$ cat src/rtl/pipe_pkg.sv
// Shared pipeline constants, load-size encoding and the MEM/WB payload type.
// The retire-counter option is controlled by the WB_RETIRE_CNT_EN macro.
package pipe_pkg;

    localparam int unsigned DATA_W = 32;
    localparam int unsigned REG_AW = 5;

    typedef enum logic [1:0] {
        LOAD_BYTE = 2'b00,
        LOAD_HALF = 2'b01,
        LOAD_WORD = 2'b10,
        LOAD_RSVD = 2'b11
    } load_size_e;

    // Contents of the WB stage register.
    typedef struct packed {
        logic              wb_valid;
        logic              reg_write;
        logic [REG_AW-1:0] write_register;
        logic [DATA_W-1:0] write_data;
    } wb_result_t;

endpackage

$ cat src/rtl/mem_wb_stage_if.sv
// MEM-side inputs and WB-side outputs of the MEM/WB stage.
// master = MEM stage / environment, slave = the MEM/WB register.
interface mem_wb_stage_if;
    import pipe_pkg::*;

    logic              stall;
    logic              flush;
    logic              in_valid;
    logic              in_RegWrite;
    logic              in_MemtoReg;
    logic [1:0]        in_load_size;
    logic              in_load_unsigned;
    logic [DATA_W-1:0] in_ALUResult;
    logic [DATA_W-1:0] in_MemData;
    logic [REG_AW-1:0] in_WriteRegister;

    logic              wb_valid;
    logic              RegWrite;
    logic [REG_AW-1:0] WriteRegister;
    logic [DATA_W-1:0] WriteData;

    modport master (
        output stall, flush, in_valid, in_RegWrite, in_MemtoReg, in_load_size,
               in_load_unsigned, in_ALUResult, in_MemData, in_WriteRegister,
        input  wb_valid, RegWrite, WriteRegister, WriteData
    );

    modport slave (
        input  stall, flush, in_valid, in_RegWrite, in_MemtoReg, in_load_size,
               in_load_unsigned, in_ALUResult, in_MemData, in_WriteRegister,
        output wb_valid, RegWrite, WriteRegister, WriteData
    );

endinterface

$ cat src/rtl/load_extend.sv
// Combinational little-endian lane select and sign/zero extension of load data.
module load_extend
    import pipe_pkg::*;
(
    input  logic [DATA_W-1:0] mem_data,
    input  logic [1:0]        off,
    input  logic [1:0]        size,
    input  logic              is_unsigned,
    output logic [DATA_W-1:0] ext_data_c
);

    logic [7:0]  byte_lane;
    logic [15:0] half_lane;

    // Pick the addressed lane; halfwords ignore off[0] (aligned down).
    always_comb begin
        byte_lane = mem_data[7:0];
        case (off)
            2'd1:    byte_lane = mem_data[15:8];
            2'd2:    byte_lane = mem_data[23:16];
            2'd3:    byte_lane = mem_data[31:24];
            default: byte_lane = mem_data[7:0];
        endcase
        half_lane = off[1] ? mem_data[31:16] : mem_data[15:0];
    end

    // Extend the lane to the datapath width; word and reserved pass through.
    always_comb begin
        ext_data_c = mem_data;
        case (load_size_e'(size))
            LOAD_BYTE: ext_data_c = is_unsigned ? {24'h0, byte_lane}
                                                : {{24{byte_lane[7]}}, byte_lane};
            LOAD_HALF: ext_data_c = is_unsigned ? {16'h0, half_lane}
                                                : {{16{half_lane[15]}}, half_lane};
            default:   ext_data_c = mem_data;
        endcase
    end

endmodule

$ cat src/rtl/mem_wb_stage.sv
// MEM/WB pipeline register with writeback formatting.
// Optional retired-instruction counter enabled by defining WB_RETIRE_CNT_EN.
module mem_wb_stage
    import pipe_pkg::*;
(
    input  logic              clk,
    input  logic              reset,
    mem_wb_stage_if.slave     mw
`ifdef WB_RETIRE_CNT_EN
    ,
    output logic [DATA_W-1:0] retired_count
`endif
);

    logic [DATA_W-1:0] load_val_c;
    logic [DATA_W-1:0] fmt_data_c;
    wb_result_t        wb_d;
    wb_result_t        wb_q;

    load_extend u_load_extend (
        .mem_data    (mw.in_MemData),
        .off         (mw.in_ALUResult[1:0]),
        .size        (mw.in_load_size),
        .is_unsigned (mw.in_load_unsigned),
        .ext_data_c  (load_val_c)
    );

    assign fmt_data_c = mw.in_MemtoReg ? load_val_c : mw.in_ALUResult;

    // Next WB contents: flush clears, stall holds, otherwise capture.
    always_comb begin
        wb_d = wb_q;
        if (mw.flush) begin
            wb_d = '0;
        end else if (!mw.stall) begin
            wb_d.wb_valid       = mw.in_valid;
            wb_d.reg_write      = mw.in_valid & mw.in_RegWrite;
            wb_d.write_register = mw.in_WriteRegister;
            wb_d.write_data     = fmt_data_c;
        end
    end

    // WB stage register.
    always_ff @(posedge clk or negedge reset) begin
        if (!reset) begin
            wb_q <= '0;
        end else begin
            wb_q <= wb_d;
        end
    end

    assign mw.wb_valid      = wb_q.wb_valid;
    assign mw.RegWrite      = wb_q.reg_write;
    assign mw.WriteRegister = wb_q.write_register;
    assign mw.WriteData     = wb_q.write_data;

`ifdef WB_RETIRE_CNT_EN
    logic [DATA_W-1:0] retired_count_d;
    logic [DATA_W-1:0] retired_count_q;

    // Count valid instructions on capture edges only; wraps naturally.
    always_comb begin
        retired_count_d = retired_count_q;
        if (!mw.flush && !mw.stall && mw.in_valid) begin
            retired_count_d = retired_count_q + DATA_W'(1);
        end
    end

    // Retire counter register.
    always_ff @(posedge clk or negedge reset) begin
        if (!reset) begin
            retired_count_q <= '0;
        end else begin
            retired_count_q <= retired_count_d;
        end
    end

    assign retired_count = retired_count_q;
`endif

endmodule

$ cat src/flat_wrapper.sv
// flat-port wrapper written by rule: the top's interface ports become plain ports
module mem_wb_stage_flat import pipe_pkg::*;
  (clk, reset, mw_stall, mw_flush, mw_in_valid, mw_in_RegWrite, mw_in_MemtoReg, mw_in_load_size, mw_in_load_unsigned, mw_in_ALUResult, mw_in_MemData, mw_in_WriteRegister, mw_wb_valid, mw_RegWrite, mw_WriteRegister, mw_WriteData);
  mem_wb_stage_if mw_i ();
  input  logic clk;
  input  logic reset;
  input wire logic [$bits(mw_i.stall)-1:0] mw_stall;
  input wire logic [$bits(mw_i.flush)-1:0] mw_flush;
  input wire logic [$bits(mw_i.in_valid)-1:0] mw_in_valid;
  input wire logic [$bits(mw_i.in_RegWrite)-1:0] mw_in_RegWrite;
  input wire logic [$bits(mw_i.in_MemtoReg)-1:0] mw_in_MemtoReg;
  input wire logic [$bits(mw_i.in_load_size)-1:0] mw_in_load_size;
  input wire logic [$bits(mw_i.in_load_unsigned)-1:0] mw_in_load_unsigned;
  input wire logic [$bits(mw_i.in_ALUResult)-1:0] mw_in_ALUResult;
  input wire logic [$bits(mw_i.in_MemData)-1:0] mw_in_MemData;
  input wire logic [$bits(mw_i.in_WriteRegister)-1:0] mw_in_WriteRegister;
  output wire logic [$bits(mw_i.wb_valid)-1:0] mw_wb_valid;
  output wire logic [$bits(mw_i.RegWrite)-1:0] mw_RegWrite;
  output wire logic [$bits(mw_i.WriteRegister)-1:0] mw_WriteRegister;
  output wire logic [$bits(mw_i.WriteData)-1:0] mw_WriteData;
  assign mw_i.stall = mw_stall;
  assign mw_i.flush = mw_flush;
  assign mw_i.in_valid = mw_in_valid;
  assign mw_i.in_RegWrite = mw_in_RegWrite;
  assign mw_i.in_MemtoReg = mw_in_MemtoReg;
  assign mw_i.in_load_size = mw_in_load_size;
  assign mw_i.in_load_unsigned = mw_in_load_unsigned;
  assign mw_i.in_ALUResult = mw_in_ALUResult;
  assign mw_i.in_MemData = mw_in_MemData;
  assign mw_i.in_WriteRegister = mw_in_WriteRegister;
  assign mw_wb_valid = mw_i.wb_valid;
  assign mw_RegWrite = mw_i.RegWrite;
  assign mw_WriteRegister = mw_i.WriteRegister;
  assign mw_WriteData = mw_i.WriteData;
  mem_wb_stage u_core (.clk(clk), .reset(reset), .mw(mw_i));
endmodule
$ cat config.mk
export PLATFORM = sky130hd
export DESIGN_NAME = mem_wb_stage_flat
export DESIGN_NICKNAME = d
export VERILOG_FILES = /design/src/rtl/pipe_pkg.sv /design/src/rtl/mem_wb_stage_if.sv /design/src/rtl/load_extend.sv /design/src/rtl/mem_wb_stage.sv /design/src/flat_wrapper.sv
export SDC_FILE = /design/constraint.sdc
export NUM_CORES = 1
export LEC_CHECK = 0
export BUFFER_PORTS_ARGS = -buffer_cell sky130_fd_sc_hd__buf_2
export CAP_MARGIN = 20
export CELL_PAD_IN_SITES_DETAIL_PLACEMENT = 1
export CELL_PAD_IN_SITES_GLOBAL_PLACEMENT = 1
export CORE_ASPECT_RATIO = 0.5
export CORE_MARGIN = 2
export CORE_UTILIZATION = 34
export CTS_BUF_LIST = sky130_fd_sc_hd__clkbuf_4
export CTS_CLUSTER_SIZE = 24
export DETAILED_ROUTE_END_ITERATION = 7
export MAX_ROUTING_LAYER = met4
export PLACE_DENSITY_LB_ADDON = 0.1
export SKIP_CTS_REPAIR_TIMING = 1
export SLEW_MARGIN = 5
export SYNTH_ARGS = -nofsm -noshare
export SYNTH_HDL_FRONTEND = slang
export SYNTH_SLANG_ARGS = --single-unit
$ cat constraint.sdc
create_clock -name clk -period 1.2 [get_ports clk]
set_input_delay 0.06 -clock clk [delete_from_list [all_inputs] [get_ports clk]]
set_output_delay 0.06 -clock clk [all_outputs]
set_load 0.02 [all_outputs]
==> results.yml, run 1 <==
timing:
  setup_ws_ns: 0.141
  finalHoldViolations: 2
  worst-slew-pin-transition_ns: 0.415
  hold-worst-slack_ns: -0.00351
  clock.fmax_mhz: 944
  post-route-period-util_pct: 88.3
  rsz0062_at_grt: "false"
  layout_min_cycle_time_ns: 1.06
  finClkSkew_ns: 0
  slew_violations: 0
  setup_total_negative_slack_ns: 0
  slew_headroom_pct: 72.3
  setup_viol_count_final: 0
layout:
  layout.cells.most_common: "sky130_fd_sc_hd__buf_2"
  post-route-cell-area_mm2: 0.00363
  finish.net_count: 503
  layout-drive-gt1-share_pct: 42.5
  mostFrequentLayoutCells: "sky130_fd_sc_hd__buf_2 (117), sky130_fd_sc_hd__dfrtp_1 (39), sky130_fd_sc_hd__nand2_1 (36), sky130_fd_sc_hd__buf_4 (33), sky130_fd_sc_hd__dlygate4sd3_1 (32)"
  fillCellCount: 825
  areaGrowthSynthToFinish_pct: 53.5
  diodes: 0
worst_setup_path:
  timing.critical_path.fanout_max: 2
  critical_path_arrival_ns: 1.31
  startpoint_type: "register"
  worstSetupEndpointType: "register"
  crit_type: "register to register"
  worst_ep_required_time_ns: 1.45
power:
  sw_frac_of_total_pct: 32.6
  p_sw_mw: 1.11
  sequentialPowerShare_pct: 42.7
  internal-power_mw: 2.29
  powerDensity_mw_per_mm2: 938
  pwr-share-clk_pct: 26.9
  fin_total_pwr_mw: 3.40
  power.ir.vdd_worst_mv: 0.534
  power_leakage_nw: 1.87
  share_of_total_power_in_combinational_logic_pct: 30.4
synth:
  syn-cell-area_mm2: 0.00236
  mean_cell_area_of_the_mapped_netlist_um2: 9.31
  synth_edf_count: 0
  yosys.cell_types.count: 43
  synthFlopType: "sky130_fd_sc_hd__dfrtp_1"
  synth.ff_latch_count: 39
  yosysWarnings: 0
  synth_seq_area_share_pct: 41.3
  synth_fp_nets: 333
  asyncSetResetFlopFracSynth_pct: 100
  syn-instance-count: 254
clocking:
  cts_tree: "built"
  cts.sink_count: 39
  clock_tree.htree_level_count: 2
  worstSkewPairLatency_ns: 0.37
  clk_path_buf_depth: 2
  clock_tree.root_cell: "sky130_fd_sc_hd__clkbuf_4"
  cts.clk_slew.worst_paths_ns: 0.13
  cts-buffers-inserted: 5
outcome:
  violations: "hold timing"
  outcome: "finished with violations"
place:
  dpl-instance-area_mm2: 0.00322
  place.port_buffers: 117
  gpl.final_weighted_congestion: 0.848
  dp_worst_slack_ns: -0.333
  dpl.hpwl_um: 7330
flow_run:
  max_cap_viol_count: 0
global_routing:
  track_usage_pct: 25.9
  number_of_antenna_violations_at_the_first_check_in_global_routing: 0
  grt_pass1_wl_um: 14700
  via_count_of_the_first_global_routing_pass: 2751
  grt_overflow: 0
  grt_start_max_net_pins: 40
floorplanning:
  core-area_mm2: 0.00670
  rows: 21
  initial_core_util_pct: 35.3
  die_w_um: 122
  die_footprint_mm2: 0.00768
  io_pins: 118
  die_height_um: 63.0
drt:
  num_vias: 2820
  remaining_drc_errors: 0
  detail_route.wl_per_cell_um: 19.8
  drtAntennaViolNets: 0
  drt_iter0_drc: 221
  viasPerCell: 5.47
  drt-pass1-iter-count: 7
  drt_wl_total_um: 10200
worst_hold_path:
  hp-class: "primary input to register"
-- stage by stage --
| stage | util, % | hold WS [ns] | instances |
|---|---|---|---|
| after detailed placement | 48.0 | 0.0477 | 476 |
| after floorplan | - | -0.236 | 254 |
| after CTS | 49.1 | -0.358 | 483 |
| after global placement | 48.0 | 0.0448 | 476 |
| final | 54.2 | -0.00351 | 516 |
| after global routing | 54.2 | 0.00532 | 516 |
-- cells by family (layout without fill, tap and decap cells) --
group / Yosys count / after routing / synth area share [%]
and+or+nand+nor: 80 / 80 / 16.5
AOI/OAI and AO/OA: 86 / 86 / 26.9
muxes: 16 / 16 / 7.78
buffers and inverters: 33 / 203 / 7.51
DFF: 39 / 39 / 41.3
-- synthesized netlist by cell type (4+ instances only) --
cell type                  count  area (um^2)
sky130_fd_sc_hd__buf_2         9         45.0
sky130_fd_sc_hd__a31oi_1       6         37.5
sky130_fd_sc_hd__clkbuf_1      4         15.0
sky130_fd_sc_hd__inv_1        11         41.3
sky130_fd_sc_hd__a21oi_1      10         50.1
sky130_fd_sc_hd__nand3_1       5         25.0
sky130_fd_sc_hd__mux2_2        9          101
sky130_fd_sc_hd__a221o_1       7         70.1
sky130_fd_sc_hd__nand2_1      36          135
sky130_fd_sc_hd__o21ai_0      21          105
sky130_fd_sc_hd__a222oi_1     16          160
sky130_fd_sc_hd__and3_1        6         37.5
sky130_fd_sc_hd__dfrtp_1      39          976
sky130_fd_sc_hd__nor2_1       14         52.6
sky130_fd_sc_hd__a211oi_1     11         82.6
sky130_fd_sc_hd__mux2i_1       6         60.1
sky130_fd_sc_hd__buf_4         7         52.6
sky130_fd_sc_hd__nor2b_1       5         31.3
-- layer usage --
metal	vias to the layer above	GRT usage, %	share of wire (%)
met4	0	3.59	0.58
met2	114	39.3	47
met1	1404	36.6	45
met3	8	5.29	6.9
met5	-	-	0
li1	1294	-	-
-- flip-flops by register name, indices dropped and copies added, names as in the netlist --
name,cells
u_core.mw.RegWrite,1
u_core.mw.wb_valid,1
u_core.mw.WriteRegister,5
u_core.mw.WriteData,32
-- worst max-delay path, cell delays in order (launching register included) --
cell	delay, ns
sky130_fd_sc_hd__dfrtp_1	0.41
sky130_fd_sc_hd__nand2_1	0.09
sky130_fd_sc_hd__o21ai_0	0.10
sky130_fd_sc_hd__a2111oi_2	0.26
sky130_fd_sc_hd__nor3_1	0.09
-- power groups by stage --
stage / sequential, mW / clock [mW] / combinational [mW]
final: 1.45 / 0.916 / 1.04
after global routing: 1.46 / 0.981 / 1.12
after CTS: 1.45 / 0.934 / 0.943
after detailed placement: 1.48 / 0 / 0.939
after global placement: 1.47 / 0 / 0.914
after floorplan: 1.58 / 0 / 0.357
-- layout make-up --
class	count	area (um^2)	share of cell area (%)
clock buffers	5	37.5	1.03
clock inverters	2	37.5	1.03
inverters	11	41.3	1.14
multi-input cells	182	1220	33.5
flip-flops and latches	39	976	26.9
well taps	92	115	3.17
repair buffers	185	1210	33.3
-- path summary, 6_finish.rpt --
check                                       start                     end  slack, ns  cells past startpoint
setup / recovery           u_core.mw.WriteData[7]  u_core.mw.WriteData[7]       0.14                      4
hold / removal                   mw_in_MemData[3]  u_core.mw.WriteData[3]     -0.004                      3
setup reg to reg           u_core.mw.WriteData[7]  u_core.mw.WriteData[7]       0.14                      4
hold reg to reg            u_core.mw.WriteData[3]  u_core.mw.WriteData[3]       0.49                      2
max in group asynchronous                   reset  u_core.mw.WriteData[9]       0.80                      3
min in group asynchronous                   reset  u_core.mw.WriteData[4]       0.19                      3
No activity file was read; power rests on OpenSTA's default activity.
==> run 2, diff against run 1 <==
--- a/config.mk
+++ b/config.mk
@@ -15,6 +15,7 @@
 export CTS_BUF_LIST = sky130_fd_sc_hd__clkbuf_4
 export CTS_CLUSTER_SIZE = 24
 export DETAILED_ROUTE_END_ITERATION = 7
+export HOLD_SLACK_MARGIN = 0.15
 export MAX_ROUTING_LAYER = met4
 export PLACE_DENSITY_LB_ADDON = 0.1
 export SKIP_CTS_REPAIR_TIMING = 1
==> run 2 against run 1 <==
  * The run now ends clean
  * Critical path depth increased by 1
  * Design area increased by 7.4%
  * Largest power group unchanged
  * Clock power about the same
  * Fmax decreased by 7.3%
  * Sequential share of layout area decreased by 1.9 points
  * Combinational power increased by 7%
  * Die area unchanged
==> results.yml, run 2 (synthesis gave the netlist of run 1 again) <==
outcome:
  outcome: "finished, final reports clean"
power:
  power.ir.vdd_worst_mv: 0.435
  powerDensity_mw_per_mm2: 892
  power_leakage_nw: 1.98
  fin_total_pwr_mw: 3.48
drt:
  route.met2.wl_um: 5150
  drtAntennaViolNets: 0
  remaining_drc_errors: 0
  detail_route.wl_per_cell_um: 19.9
  route.top_layer_used: "met4"
  met3_length_um: 821
  drt-pass1-iter-count: 6
  drt_iter0_drc: 214
  drt_wl_total_um: 10800
  num_vias: 2916
  viasPerCell: 5.37
  met1Wirelength_um: 4800
worst_setup_path:
  r2r_slack_ns: 0.14
  critical-path-max-stage-delay_ns: 0.55
  crit-reg2reg-capture: "u_core.mw.WriteData[7]"
  reg2reg_depth: 4
  crit_type: "primary input to register"
  reg2reg_from: "u_core.mw.WriteData[7]"
  critical_path_buf_inv_count: 2
  timing.critical_path.slowest_stage_cell: "sky130_fd_sc_hd__dlygate4sd3_1"
  crit_start: "mw_in_MemData[16]"
  cell_type_group_with_the_largest_total_delay_on_the_critical_path: "buffers and inverters"
  list_of_cells_traversed_by_the_critical_path: "dlygate4sd3_1 -> buf_2 -> a32oi_1 -> a21oi_1 -> a221o_1"
  worstSetupEndpointType: "register"
  startpoint_type: "primary input"
  worst_ep_required_time_ns: 1.46
  critical_path_arrival_ns: 1.40
  timing.critical_path.fanout_max: 2
clocking:
  cts_tree: "built"
  cts.sink_count: 39
  cts.clk_slew.worst_paths_ns: 0.13
  clock_tree.htree_level_count: 2
  worstSkewPairLatency_ns: 0.36
  clock_tree.root_cell: "sky130_fd_sc_hd__clkbuf_4"
  clk_path_buf_depth: 2
  cts-buffers-inserted: 5
layout:
  ff_latch_area_um2: 976
  fillCellCount: 835
  layout-drive-gt1-share_pct: 39.9
  largest_register_ff_count: 32
  multi_input_area_mm2: 0.00122
  layoutNonFillerInstCount: 543
  layout.cells.most_common: "sky130_fd_sc_hd__buf_2"
  finish.net_count: 530
  post-route-cell-area_mm2: 0.00390
  areaGrowthSynthToFinish_pct: 65.0
  mostFrequentLayoutCells: "sky130_fd_sc_hd__buf_2 (117), sky130_fd_sc_hd__dlygate4sd3_1 (59), sky130_fd_sc_hd__dfrtp_1 (39), sky130_fd_sc_hd__nand2_1 (36), sky130_fd_sc_hd__buf_4 (33)"
  diodes: 0
global_routing:
  grt_overflow: 0
  grt_pass1_wl_um: 14700
  number_of_antenna_violations_at_the_first_check_in_global_routing: 0
  track_usage_pct: 25.9
  grt_start_max_net_pins: 40
  via_count_of_the_first_global_routing_pass: 2751
timing:
  layout_min_cycle_time_ns: 1.14
  slew_violations: 0
  finalHoldViolations: 0
  setup_viol_count_final: 0
  rsz0062_at_grt: "false"
  clock.fmax_mhz: 876
  hold-worst-slack_ns: 0.133
  worst-slew-pin-transition_ns: 0.403
  post-route-period-util_pct: 95.2
  setup_ws_ns: 0.0578
  slew_headroom_pct: 73.1
  finClkSkew_ns: 0
floorplanning:
  core-area_mm2: 0.00670
  io_pins: 118
  die_height_um: 63.0
  rows: 21
  initial_core_util_pct: 35.3
  die_w_um: 122
  die_footprint_mm2: 0.00768
worst_hold_path:
  hp-class: "primary input to register"
  min_from: "mw_in_ALUResult[7]"
  worstHoldPathCells: 4
  end_point_of_the_worst_hold_path: "u_core.mw.WriteData[7]"
flow_run:
  max_cap_viol_count: 0
place:
  dpl-instance-area_mm2: 0.00322
  dpl.hpwl_um: 7330
  dp_worst_slack_ns: -0.333
  gpl.final_weighted_congestion: 0.848
  place.port_buffers: 117
  place.detailed.instances: 476
run 2: power breakdown:
part | switching, mW | internal (mW) | total (mW) | leakage [nW]
clock | 0.486 | 0.427 | 0.913 | 0.0373
combinational | 0.592 | 0.522 | 1.11 | 1.43
sequential | 0.0526 | 1.40 | 1.45 | 0.519
total | 1.13 | 2.35 | 3.48 | 1.98
run 2: per-layer routing:
layer,vias up,track usage [%]
met4,0,3.59
met2,125,39.3
met1,1434,36.6
li1,1349,-
met3,8,5.29
met5,-,-
run 2: through the flow:
step	setup TNS (ns)	util, %
floorplan	0	-
CTS	0	49.1
global route	0	58.2
detailed placement	-5.93	48.0
global placement	-4.13	48.0
finish	0	58.2
run 2: layout make-up:
| class | instances | area share [%] |
|---|---|---|
| timing repair buffer | 212 | 37.9 |
| multi-input combinational | 182 | 31.2 |
| sequential | 39 | 25.0 |
| tap | 92 | 2.95 |
| inverter | 11 | 1.06 |
| clock buffer | 5 | 0.962 |
| clock inverter | 2 | 0.962 |
run 2: worst register-to-register path, stage by stage (launching register included):
cell and delay [ns]:
sky130_fd_sc_hd__dfrtp_1 0.42, sky130_fd_sc_hd__nand2_1 0.09, sky130_fd_sc_hd__o21ai_0 0.10, sky130_fd_sc_hd__a2111oi_2 0.26, sky130_fd_sc_hd__nor3_1 0.09
run 2: worst max-delay path by stage:
stage | cells past startpoint | end | slack [ns]
after detailed placement | 4 | u_core.mw.WriteData[23] | -0.33
final | 5 | u_core.mw.WriteData[0] | 0.06
after CTS | 4 | u_core.mw.WriteData[7] | 0.05
after global placement | 4 | u_core.mw.WriteData[23] | -0.25
after global routing | 5 | u_core.mw.WriteData[0] | 0.04
after floorplan | 5 | u_core.mw.WriteData[24] | 0.04
==> run 3, diff against run 2 <==
--- a/config.mk
+++ b/config.mk
@@ -5,13 +5,14 @@
 export SDC_FILE = /design/constraint.sdc
 export NUM_CORES = 1
 export LEC_CHECK = 0
+export ABC_AREA = 1
 export BUFFER_PORTS_ARGS = -buffer_cell sky130_fd_sc_hd__buf_2
 export CAP_MARGIN = 20
 export CELL_PAD_IN_SITES_DETAIL_PLACEMENT = 1
 export CELL_PAD_IN_SITES_GLOBAL_PLACEMENT = 1
 export CORE_ASPECT_RATIO = 0.5
 export CORE_MARGIN = 2
-export CORE_UTILIZATION = 34
+export CORE_UTILIZATION = 33
 export CTS_BUF_LIST = sky130_fd_sc_hd__clkbuf_4
 export CTS_CLUSTER_SIZE = 24
 export DETAILED_ROUTE_END_ITERATION = 7
==> run 3 against run 2 <==
  * Critical path depth increased by 3
  * Hold slack worse by 0.017 ns
  * Utilization decreased by 3.7 points
  * First-iteration DRC count shrank 49%
  * Final cell count up 28%
==> results.yml, run 3 <==
worst_setup_path:
  timing.critical_path.fanout_max: 14
  startpoint_type: "primary input"
  crit_type: "primary input to register"
  reg2reg_from: "u_core.mw.WriteData[1]"
  worst_ep_required_time_ns: 1.51
  worstSetupEndpointType: "register"
  r2r_slack_ns: 0.48
  crit_start: "mw_stall"
  critical_path_arrival_ns: 1.50
synth:
  mean_cell_area_of_the_mapped_netlist_um2: 6.59
  yosys.area_share.adder_pct: 0
  synth.mux.area_fraction_pct: 0
  synth.cells.most_frequent: "sky130_fd_sc_hd__nand2_1 (169), sky130_fd_sc_hd__nor2_1 (70), sky130_fd_sc_hd__dfrtp_1 (39), sky130_fd_sc_hd__inv_1 (16), sky130_fd_sc_hd__or2_2 (13)"
  synth-simple-area-share_pct: 43.1
  synth.ff_latch_count: 39
  main_combinational_cell_family_by_area_after_synthesis: "simple AND/OR/NAND/NOR gates"
  post_synth_xor_area_fraction_pct: 0
  most_numerous_cell_in_the_yosys_netlist: "sky130_fd_sc_hd__nand2_1"
  synth_seq_area_share_pct: 37.0
  synthFlopType: "sky130_fd_sc_hd__dfrtp_1"
  yosysWarnings: 0
  synth_compound_area_share_pct: 12.3
  synth_fp_nets: 479
  synth_top_area_cell: "sky130_fd_sc_hd__dfrtp_1"
  synth_edf_count: 0
  syn-instance-count: 400
  syn-cell-area_mm2: 0.00264
  synth_top_area_share_pct: 37.0
  yosys.cell_types.count: 34
  asyncSetResetFlopFracSynth_pct: 100
  synth.top_cells.by_area: "sky130_fd_sc_hd__dfrtp_1 (37%), sky130_fd_sc_hd__nand2_1 (24%), sky130_fd_sc_hd__nor2_1 (10%)"
timing:
  slew_violations: 0
  post-route-period-util_pct: 98.8
  finClkSkew_ns: 0
  clock.fmax_mhz: 844
  worst-slew-pin-transition_ns: 0.313
  hold-worst-slack_ns: 0.116
  finalHoldViolations: 0
  layout_min_cycle_time_ns: 1.19
  setup_ws_ns: 0.0147
  setup_viol_count_final: 0
  slew_headroom_pct: 78.9
drt:
  drt_iter0_drc: 109
  detail_route.wl_per_cell_um: 14.8
  drtAntennaViolNets: 0
  viasPerCell: 4.64
  num_vias: 3234
  drt_wl_total_um: 10300
  remaining_drc_errors: 0
  drt-pass1-iter-count: 4
power:
  powerDensity_mw_per_mm2: 815
  power_leakage_nw: 2.34
  power.ir.vdd_worst_mv: 0.450
  fin_total_pwr_mw: 3.35
clocking:
  cts-buffers-inserted: 5
  clock_tree.htree_level_count: 2
  cts.clk_slew.worst_paths_ns: 0.13
  clock_tree.root_cell: "sky130_fd_sc_hd__clkbuf_4"
  cts_tree: "built"
  clk_path_buf_depth: 2
  worstSkewPairLatency_ns: 0.36
  cts.sink_count: 39
place:
  place.port_buffers: 117
  gpl.final_weighted_congestion: 0.893
  dpl.hpwl_um: 7280
  dp_worst_slack_ns: -0.142
  dpl-instance-area_mm2: 0.00350
  place.detailed.instances: 633
floorplanning:
  rows: 22
  core-area_mm2: 0.00754
  die_footprint_mm2: 0.00877
  die_w_um: 130
  io_pins: 118
  initial_core_util_pct: 35.0
  die_height_um: 67.2
global_routing:
  track_usage_pct: 23.1
  grt_overflow: 0
  grt_pass1_wl_um: 15000
  grt_start_max_net_pins: 48
  number_of_antenna_violations_at_the_first_check_in_global_routing: 0
  via_count_of_the_first_global_routing_pass: 2998
layout:
  layout-drive-gt1-share_pct: 32.4
  finish.net_count: 667
  diodes: 0
  layout.cells.most_common: "sky130_fd_sc_hd__nand2_1"
  largest_register_ff_count: 32
  fillCellCount: 1036
  post-route-cell-area_mm2: 0.00411
  layoutNonFillerInstCount: 697
  areaGrowthSynthToFinish_pct: 56.0
  mostFrequentLayoutCells: "sky130_fd_sc_hd__nand2_1 (169), sky130_fd_sc_hd__buf_2 (117), sky130_fd_sc_hd__nor2_1 (69), sky130_fd_sc_hd__dlygate4sd3_1 (56), sky130_fd_sc_hd__dfrtp_1 (39)"
worst_hold_path:
  hp-class: "primary input to register"
  min_from: "mw_in_MemData[28]"
outcome:
  outcome: "finished, final reports clean"
flow_run:
  max_cap_viol_count: 0
-- run 3: cell count changes after synthesis, moves of 9 or more --
cell and delta:
sky130_fd_sc_hd__mux2_2 -9, sky130_fd_sc_hd__a222oi_1 -16, sky130_fd_sc_hd__nand2_2 +9, sky130_fd_sc_hd__o22ai_1 +9, sky130_fd_sc_hd__nor2_1 +56, sky130_fd_sc_hd__o21ai_0 -9, sky130_fd_sc_hd__a211oi_1 -10, sky130_fd_sc_hd__nand2_1 +133
sky130_fd_sc_hd__or2_2 +13
-- run 3: through the flow --
stage               TNS (ns)  util (%)
finish                     0      54.5
global route         -0.0412      54.5
CTS                        0      47.1
detailed placement     -2.04      46.4
global placement      -0.758      46.4
floorplan                  0         -
-- run 3: cell type report --
type	instances	area [um^2]	share of cell area [%]
multi-input combinational	321	1460	35.6
timing repair buffer	201	1390	33.9
sequential	39	976	23.7
tap	108	135	3.28
inverter	20	87.6	2.13
clock buffer	7	52.6	1.28
clock inverter	1	5.00	0.122
-- run 3: logic make-up after synthesis --
family                 after synthesis
flip-flops                          39
AO/OA/AOI/OAI                       48
AND/OR/NAND/NOR                    273
buffers and inverters               40
-- run 3: path summary, 6_finish.rpt --
path | endpoint | depth (start not counted)
max reg2reg | u_core.mw.WriteData[1] | 2
min reg2reg | u_core.mw.WriteData[31] | 2
max | u_core.mw.WriteData[16] | 8
min in group asynchronous | u_core.mw.WriteData[1] | 3
max in group asynchronous | u_core.mw.WriteData[11] | 3
min | u_core.mw.WriteData[28] | 6
-- run 3: metal layers --
| metal | share of wire, % | wire length [um] | global-route usage, % |
|---|---|---|---|
| met5 | 0 | 0 | - |
| met4 | 1.1 | 110 | 5.45 |
| met3 | 4.5 | 467 | 5.47 |
| met2 | 46 | 4750 | 34.4 |
| met1 | 48 | 4970 | 32.2 |
-- run 3: power breakdown --
part / switching [mW] / internal [mW]
combinational: 0.648 / 0.519
sequential: 0.0485 / 1.40
clock: 0.464 / 0.274
-- run 3: critical path: stages --
cell and delay (ns):
sky130_fd_sc_hd__dlygate4sd3_1 0.57, sky130_fd_sc_hd__buf_2 0.14, sky130_fd_sc_hd__nor2_2 0.16, sky130_fd_sc_hd__inv_1 0.08, sky130_fd_sc_hd__buf_4 0.20, sky130_fd_sc_hd__nor2_1 0.13
sky130_fd_sc_hd__nand2_1 0.07, sky130_fd_sc_hd__nand2_1 0.07
